==> config.mk <==
export PLATFORM = sky130hd
export DESIGN_NAME = reg_bank_writeback
export DESIGN_NICKNAME = d
export VERILOG_FILES = /design/src/rtl/reg_bank_writeback_pkg.sv /design/src/rtl/reg_bank_writeback_scoreboard.sv /design/src/rtl/reg_bank_writeback.sv
export SDC_FILE = /design/constraint.sdc
export NUM_CORES = 2
export LEC_CHECK = 0
export ABC_AREA = 1
export CORE_UTILIZATION = 25
export DETAILED_ROUTE_END_ITERATION = 10
export PLACE_DENSITY = 0.36
export SYNTH_ARGS = -nofsm -noshare
export SYNTH_HDL_FRONTEND = slang
export SYNTH_SLANG_ARGS = --single-unit
==> constraint.sdc <==
create_clock -name clk -period 7.35 [get_ports clk]
set_clock_uncertainty 0.2 [all_clocks]
set_input_delay 1.47 -clock clk [delete_from_list [all_inputs] [get_ports clk]]
set_output_delay 1.47 -clock clk [all_outputs]
set_load 0.005 [all_outputs]
==> src/rtl/reg_bank_writeback_pkg.sv <==
// Shared widths, error bit positions and register-code legality for the write-back register bank.
package reg_bank_writeback_pkg;

    localparam int unsigned NUM_REGS  = 32;
    localparam int unsigned CODE_W    = 8;
    localparam int unsigned DATA_W    = 32;
    localparam int unsigned ERR_OOR   = 0;
    localparam int unsigned ERR_UNEXP = 1;

    // A code names real storage only if it is in range and is not the hardwired zero register.
    function automatic logic code_legal(input logic [CODE_W-1:0] code,
                                        input int unsigned        num_regs,
                                        input logic               zero_reg);
        return (32'(code) < num_regs) && !(zero_reg && (code == '0));
    endfunction

endpackage

==> src/rtl/reg_bank_writeback_scoreboard.sv <==
// Pending-write scoreboard: tracks registers with an outstanding producer and refuses WAW reservations.
module reg_scoreboard
    import reg_bank_writeback_pkg::*;
#(
    parameter int unsigned NUM_REGS = reg_bank_writeback_pkg::NUM_REGS,
    parameter bit          ZERO_REG = 1'b1
) (
    input  logic              clk,
    input  logic              rst,
    input  logic              wr_legal,
    input  logic [CODE_W-1:0] wr_code,
    input  logic              issue_valid,
    input  logic [CODE_W-1:0] issue_code,
    input  logic [CODE_W-1:0] rd_a_code,
    input  logic [CODE_W-1:0] rd_b_code,
    output logic              issue_stall_c,
    output logic              rd_a_pending_c,
    output logic              rd_b_pending_c,
    output logic              wr_pending_c
);

    localparam int unsigned IDX_W = (NUM_REGS > 1) ? $clog2(NUM_REGS) : 1;

    logic [NUM_REGS-1:0] pending;
    logic [NUM_REGS-1:0] pending_nxt;
    logic                issue_legal;
    logic                issue_accept;

    // Indices are only trusted when the matching legality term is true.
    always_comb begin
        pending_nxt    = pending;
        issue_legal    = code_legal(issue_code, NUM_REGS, ZERO_REG);
        issue_stall_c  = issue_valid & issue_legal & pending[IDX_W'(issue_code)]
                         & ~(wr_legal & (wr_code == issue_code));
        issue_accept   = issue_valid & issue_legal & ~issue_stall_c;
        rd_a_pending_c = code_legal(rd_a_code, NUM_REGS, ZERO_REG) & pending[IDX_W'(rd_a_code)]
                         & ~(wr_legal & (wr_code == rd_a_code));
        rd_b_pending_c = code_legal(rd_b_code, NUM_REGS, ZERO_REG) & pending[IDX_W'(rd_b_code)]
                         & ~(wr_legal & (wr_code == rd_b_code));
        wr_pending_c   = pending[IDX_W'(wr_code)];
        if (wr_legal) begin
            pending_nxt[IDX_W'(wr_code)] = 1'b0;
        end
        // A new reservation applied after the clear so the new producer wins.
        if (issue_accept) begin
            pending_nxt[IDX_W'(issue_code)] = 1'b1;
        end
    end

    always_ff @(posedge clk) begin
        if (rst) begin
            pending <= '0;
        end else begin
            pending <= pending_nxt;
        end
    end

endmodule

==> src/rtl/reg_bank_writeback.sv <==
// Architectural register bank fed by the write-back mux, with bypassed read ports and hazard scoreboard.
module reg_bank_writeback
    import reg_bank_writeback_pkg::*;
#(
    parameter int unsigned NUM_REGS = reg_bank_writeback_pkg::NUM_REGS,
    parameter bit          ZERO_REG = 1'b1,
    parameter int unsigned DATA_W   = reg_bank_writeback_pkg::DATA_W
) (
    input  logic              clk,
    input  logic              rst,
    input  logic              REG_write_back_flag,
    input  logic [7:0]        REG_write_back_code,
    input  logic [DATA_W-1:0] REG_write_back_data,
    input  logic [7:0]        rd_a_code,
    output logic [DATA_W-1:0] rd_a_data,
    output logic              rd_a_pending,
    input  logic [7:0]        rd_b_code,
    output logic [DATA_W-1:0] rd_b_data,
    output logic              rd_b_pending,
    input  logic              issue_valid,
    input  logic [7:0]        issue_code,
    output logic              issue_stall,
    input  logic              err_clr,
    output logic [1:0]        wb_err,
    output logic [15:0]       wb_count
);

    localparam int unsigned IDX_W = (NUM_REGS > 1) ? $clog2(NUM_REGS) : 1;

    logic [DATA_W-1:0] regs [NUM_REGS];
    logic              wr_legal_c;
    logic              wr_oor_c;
    logic              wr_unexp_c;
    logic              wr_pending_c;
    logic [1:0]        err_evt_c;

    always_comb begin
        wr_legal_c = REG_write_back_flag & code_legal(REG_write_back_code, NUM_REGS, ZERO_REG);
        wr_oor_c   = REG_write_back_flag & (32'(REG_write_back_code) >= NUM_REGS);
        wr_unexp_c = wr_legal_c & ~wr_pending_c;
        err_evt_c            = '0;
        err_evt_c[ERR_OOR]   = wr_oor_c;
        err_evt_c[ERR_UNEXP] = wr_unexp_c;
    end

    reg_scoreboard #(
        .NUM_REGS (NUM_REGS),
        .ZERO_REG (ZERO_REG)
    ) u_scoreboard (
        .clk            (clk),
        .rst            (rst),
        .wr_legal       (wr_legal_c),
        .wr_code        (REG_write_back_code),
        .issue_valid    (issue_valid),
        .issue_code     (issue_code),
        .rd_a_code      (rd_a_code),
        .rd_b_code      (rd_b_code),
        .issue_stall_c  (issue_stall),
        .rd_a_pending_c (rd_a_pending),
        .rd_b_pending_c (rd_b_pending),
        .wr_pending_c   (wr_pending_c)
    );

    // Illegal codes (out of range or zero register) read as 0; a same-cycle commit bypasses storage.
    always_comb begin
        rd_a_data = '0;
        rd_b_data = '0;
        if (code_legal(rd_a_code, NUM_REGS, ZERO_REG)) begin
            rd_a_data = (wr_legal_c && (REG_write_back_code == rd_a_code))
                        ? REG_write_back_data : regs[IDX_W'(rd_a_code)];
        end
        if (code_legal(rd_b_code, NUM_REGS, ZERO_REG)) begin
            rd_b_data = (wr_legal_c && (REG_write_back_code == rd_b_code))
                        ? REG_write_back_data : regs[IDX_W'(rd_b_code)];
        end
    end

    // Error bits are sticky; a same-cycle event beats err_clr.
    always_ff @(posedge clk) begin
        if (rst) begin
            for (int i = 0; i < int'(NUM_REGS); i++) begin
                regs[i] <= '0;
            end
            wb_err   <= '0;
            wb_count <= '0;
        end else begin
            if (wr_legal_c) begin
                regs[IDX_W'(REG_write_back_code)] <= REG_write_back_data;
                wb_count                          <= wb_count + 16'd1;
            end
            wb_err <= (err_clr ? 2'b00 : wb_err) | err_evt_c;
        end
    end

endmodule

Word-level counts from Yosys, hierarchy flattened
Memory sizes are Yosys's and may differ from the RTL's.
Index checks and enable logic that the tools add are counted.
{"block": "word_totals", "register_bits": 50, "ramBits": 1024, "output_inout_bits": 85, "wordCells": 86, "n_memories": 1}
{"memory": "regs", "depth": 32, "width": 32, "rd": 2, "rd_ports_with_merged_regs": 0, "wr": 32, "line": "reg_bank_writeback.sv:30", "source": "logic [DATA_W-1:0] regs [NUM_REGS];"}
{"block": "classes", "n_addsub": 1, "magnitude_cmp": 11, "n_eq_ne": 3, "muxes": 27, "bitwise": 23, "reduce_logical": 17}
{"op": "two-way mux 32 bit", "count": 7}
{"op": "AND 32 bit", "count": 1}
{"op": "logical NOT 8 bit", "count": 4}
{"op": "less-than comparator 8 x 6 -> 1 bit, second input constant", "count": 4}
{"op": "NOT 32 bit", "count": 1}
{"op": "bitwise OR 32 bit", "count": 1}
{"op": "OR reduction 32 bit", "count": 1}
{"op": "equality test 8 bit", "count": 3}
{"op": "less-than comparator 5 x 6 -> 1 bit, second input constant", "count": 4}
{"op": "binary-select mux 1 bit (select 5 bit)", "count": 4}
{"op": "adder 16 x 1 -> 16 bit, second input constant", "count": 1}
{"op": "AND 1 bit", "count": 14}
{"op": "two-way mux 1 bit", "count": 12}
{"op": "demux 1 bit (select 5 bit)", "count": 2}
{"op": "greater-or-equal comparator 5 x 1 -> 1 bit, second input constant", "count": 2}
{"op": "greater-or-equal comparator 8 x 6 -> 1 bit, second input constant", "count": 1}
{"op": "logical AND 1 bit", "count": 8}
{"op": "two-way mux 5 bit", "count": 1}
{"op": "NOT 1 bit", "count": 5}
{"op": "logical NOT 1 bit", "count": 4}
{"op": "two-way mux 2 bit", "count": 1}
{"op": "bitwise OR 2 bit", "count": 1}

Longest topological paths before layout
{"block": "logic_depth", "word_depth": 10, "mapped_depth": 14, "depth_no_buf": 12}

Hierarchy
A second synthesis with hierarchy kept.
{"block": "hier_totals", "cells_unflattened": 8057, "area_unflattened_um2": 61961.9}
{"mod": "reg_bank_writeback", "n_inst": 1, "cells_each": 7510, "area_per_inst_um2": 58937.8, "seq_area_each_um2": 31109.8}
{"mod": "reg_scoreboard", "n_inst": 1, "cells_each": 547, "area_per_inst_um2": 3024.2, "seq_area_each_um2": 640.6}

Worst setup path after synthesis
OpenSTA, ideal clock, no wires.
{"block": "synth_path", "kind": "in2out", "startpoint": "input port rd_a_code[0]", "endpoint": "output port rd_a_pending", "t_arrival_ps": 2710, "t_required_ps": 5680, "slack_ps": 2970, "cell_stages": 11, "path_buffers": 4, "path_cell_list": "buf_2 > inv_1 > buf_2 > buf_2 > buf_2 > nor2_1 > o211ai_1 > nand3_1 > nand3_1 > nand2_1 > nor2_1"}
{"block": "synth_between", "elab_chain_cells": 5, "word_cells_on_any_way": 11}
{"element": "start, declared", "line": "reg_bank_writeback.sv:14", "source": "input logic [7:0] rd_a_code,"}
{"element": "parallel branches: the longest is 4 deep, another holds less-than comparator 8 x 6 -> 1 bit"}
{"element": "AND 1 bit (*)", "line": "reg_bank_writeback_scoreboard.sv:37", "source": "& ~(wr_legal & (wr_code == rd_a_code));"}
{"element": "end, declared", "line": "reg_bank_writeback.sv:16", "source": "output logic rd_a_pending,"}
Mark *: on every way between the ends. The select of a mux whose other input is x is not followed.

Worst setup path in the final report
{"block": "layout_path", "startpoint": "input port REG_write_back_code[0]", "endpoint": "output port rd_a_data[12]"}
{"block": "layout_between", "elab_chain_cells": 7, "word_cells_on_any_way": 9}
{"element": "start, declared", "line": "reg_bank_writeback.sv:12", "source": "input logic [7:0] REG_write_back_code,"}
{"element": "parallel branches: the longest is 4 deep, another holds less-than comparator 8 x 6 -> 1 bit"}
{"element": "logical AND 1 bit (*)", "line": "reg_bank_writeback.sv:69", "source": "rd_a_data = (wr_legal_c && (REG_write_back_code == rd_a_code))"}
{"element": "two-way mux 32 bit (*)", "line": "reg_bank_writeback.sv:70", "source": "? REG_write_back_data : regs[IDX_W'(rd_a_code)];"}
{"element": "two-way mux 32 bit (*)", "line": "reg_bank_writeback.sv:68", "source": "if (code_legal(rd_a_code, NUM_REGS, ZERO_REG)) begin"}
{"element": "end, declared", "line": "reg_bank_writeback.sv:15", "source": "output logic [DATA_W-1:0] rd_a_data,"}
Mark *: on every way between the ends.

==> metrics.md <==
| Metric | Value |
|---|---|
| Outcome | finished, final reports clean |
| Min-delay src | wb_err[0] |
| Htree depth | 4 |
| Rel. slew slack | 0.0694 |
| Dominant cells by area after synthesis | edfxtp_1 (51%), nand3_1 (16%), nand2_1 (13%) |
| Die area | 0.245 mm^2 |
| Synth-to-Final Area Change | 15.4% |
| Clk Latency, worst-skew pair | 0.83 ns |
| Ports | 154 |
| First-pass GRT wire length | 441,000 um |
| CP endpoint kind | output pin |
| Wire length per cell | 29.6 um |
| Power share of the combinational group | 0.135 |
| Final setup viols | 0 |
| Initial antenna violation count | 13 |
| Nets | 7,606 |
| Number of distinct library cells after synthesis | 32 |
| Synth warn | 0 |
| Setup Buffers After CTS | 0 |
| Ys async rst share | 0 |
| Synth top area share | 0.506 |
| Clk slew on worst S/H paths | 0.05 ns |
| CTS Sinks | around 1.1k |
| Top-count cell post-synth | nand2_1 |
| Switching share of total power | 0.295 |
| Final WL | roughly 320,000 um |
| PD cells | 229 mW/mm^2 |
| Synthesized area per cell | 7.87 um^2 |
| Post-route DRC | 0 |
| Hold crit path type | flop to flop |
| Largest area contributor in the netlist | edfxtp_1 |
| Post-Syn Instances | 7,711 |
| Hold buffers post-CTS | 0 |
| Inserted Clock Buffers | 145 |
| Reg2reg start | u_scoreboard.pending[16] |
| Antenna Nets Post-Route | 0 |
| Starting Density | 0.252 |
| Max_cap viols | 0 |
| Design Power | 16.1 mW |
| RSZ-0062 raised after global routing | no |
| Vias in the first global route | 54.5k |
| Placed cell count | 10.6k |
| GRT Total Usage | 0.256 |
| Clk pwr share | 0.421 |
| Final hold violation count | 0 |
| Final period util | 0.865 |
| Post-synthesis sequential area ratio | 0.523 |
| Core Util, Final | 0.291 |
| Die width | 495 um |
| Clock buffer depth | 3 |
| Post-CTS sizing | 0 |
| Fin Hold WS | between 0.2 and 0.3 ns |
| Crit start category | input port |
| P_int | 11.3 mW |
| Peak supply drop | 0.266 mV |
| Pleak | around 28 nW |
| Slew Viols, Final | 0 |
| Commonest cells in the netlist | nand2_1 (2,169), nand3_1 (1,892), nor2_1 (1,073), edfxtp_1 (1,024), clkbuf_1 (366) |
| Setup TNS | 0 ns |
| DR pass1 iterations | 8 |
| FF+latch count, synth | 1,074 |
| Initial drt markers | 7,236 |
| CP Max Fanout | 21 |
| CTS root buf | clkbuf_16 |
| Vias per cell | 5.32 |
| IO Port Bufs | between 150 and 200 |
| Crit path time final | around 6.4 ns |
| # rows | 180 |
| CP arrival | 4.69 ns |
| Worst-Margin Slew | 1.39 ns |
| Setup crit start | REG_write_back_code[0] |
| Flop pwr share | 0.445 |
| Die Ht | 495 um |
| Fmax | 157 MHz |
| Routability cong. | 0.833 |
| Hpwl dp | 177,000 um |
| Psw | 4.74 mW |
| Crit Path Category | input port to output pin |
| Total gr overflow | 0 |
| CP required | around 5.7 ns |
| Layout cells sized above 1 | 0.0633 |
| EDFF count, synth | 1,024 |
| Core ar. | 0.241 mm^2 |
| Mapped Area | 0.0607 mm^2 |
| Fin cells | about 11k |
| CTS tree | built |
| Via count | 57.6k |
| Largest net degree at the start of global routing | 149 |
| Synth Flop Type | edfxtp_1 |
==> cell usage in the layout, fill, tap and decap left out, drive strengths merged <==
cell type      instances
nor2                1085
buf                  192
a21oi                 47
inv                  354
clkinvlp               1
clkbuf               195
clkinv                63
o31ai                  1
nand3               1905
nand4                 13
conb                  32
ha                     1
nor4                   1
edfxtp              1024
xor2                  14
o211ai               209
o21ai                115
nand2               2172
a31oi                  1
dfxtp                 50
nor3                  26
clkdlybuf4s50        142
diode                  2
xnor2                  5
bufinv                 1
==> power by group through the flow <==
stage	sequential [mW]	combinational, mW	clock (mW)
2_1_floorplan	7.23	1.17	0
3_3_place_gp	7.27	2.15	0
3_5_place_dp	7.27	2.14	0
4_1_cts	7.14	2.15	6.89
5_1_grt	7.18	2.30	7.09
6_report	7.15	2.16	6.76
==> sequential cells by signal (all words and copies together) (netlist names) <==
signal / cells
regs: 1024
wb_count: 16
u_scoreboard.pending: 32
wb_err: 2
==> layer usage <==
layer  wire length, um  GRT usage
met1            143000      0.358
met2            142000      0.398
met3             23000     0.0350
met4             12100     0.0971
met5                27          0
==> stage by stage <==
stage	area (um^2)	setup slack (ns)
final	70100	0.992
after global routing	70000	0.834
after CTS	70000	1.09
after detailed placement	65700	1.09
after global placement	65700	1.09
after floorplan	60800	2.97
==> path summary, 6_finish.rpt <==
kind / slack [ns] / depth (start not counted) / to
worst max-delay path: 0.99 / 10 / rd_a_data[12]
worst min-delay path: 0.27 / 2 / wb_err[0]
worst max register to register: 5.08 / 11 / u_scoreboard.pending[19]
worst min register to register: 0.27 / 2 / wb_err[0]
==> critical path: stages <==
cell and delay, ns:
clkdlybuf4s50_1 0.86, inv_1 0.20, nand2_1 0.24, o21ai_4 0.10, nor2_2 0.21, nand2_4 0.30, nand3_1 0.43, nand2_1 0.15
inv_1 0.08, clkdlybuf4s50_1 0.56
==> final cells by class <==
cell class / count / area, um^2
inverters: 352 / 1370
flip-flops and latches: 1074 / 31800
fillers: 25500 / 171000
repair buffers: 336 / 3550
multi-input cells: 5627 / 25000
well taps: 3185 / 3990
diodes: 2 / 5.00
clock inverters: 67 / 432
clock buffers: 193 / 3930
==> cells by family after synthesis <==
kind of cell / share of synthesized area
buf+inv: 0.0698
compound gates: 0.0396
flops: 0.523
other cells: 0.0000618
xor+xnor: 0.00274
simple gates: 0.365
fa+ha+maj: 0.000206
No activity file was read; power rests on OpenSTA's default activity.
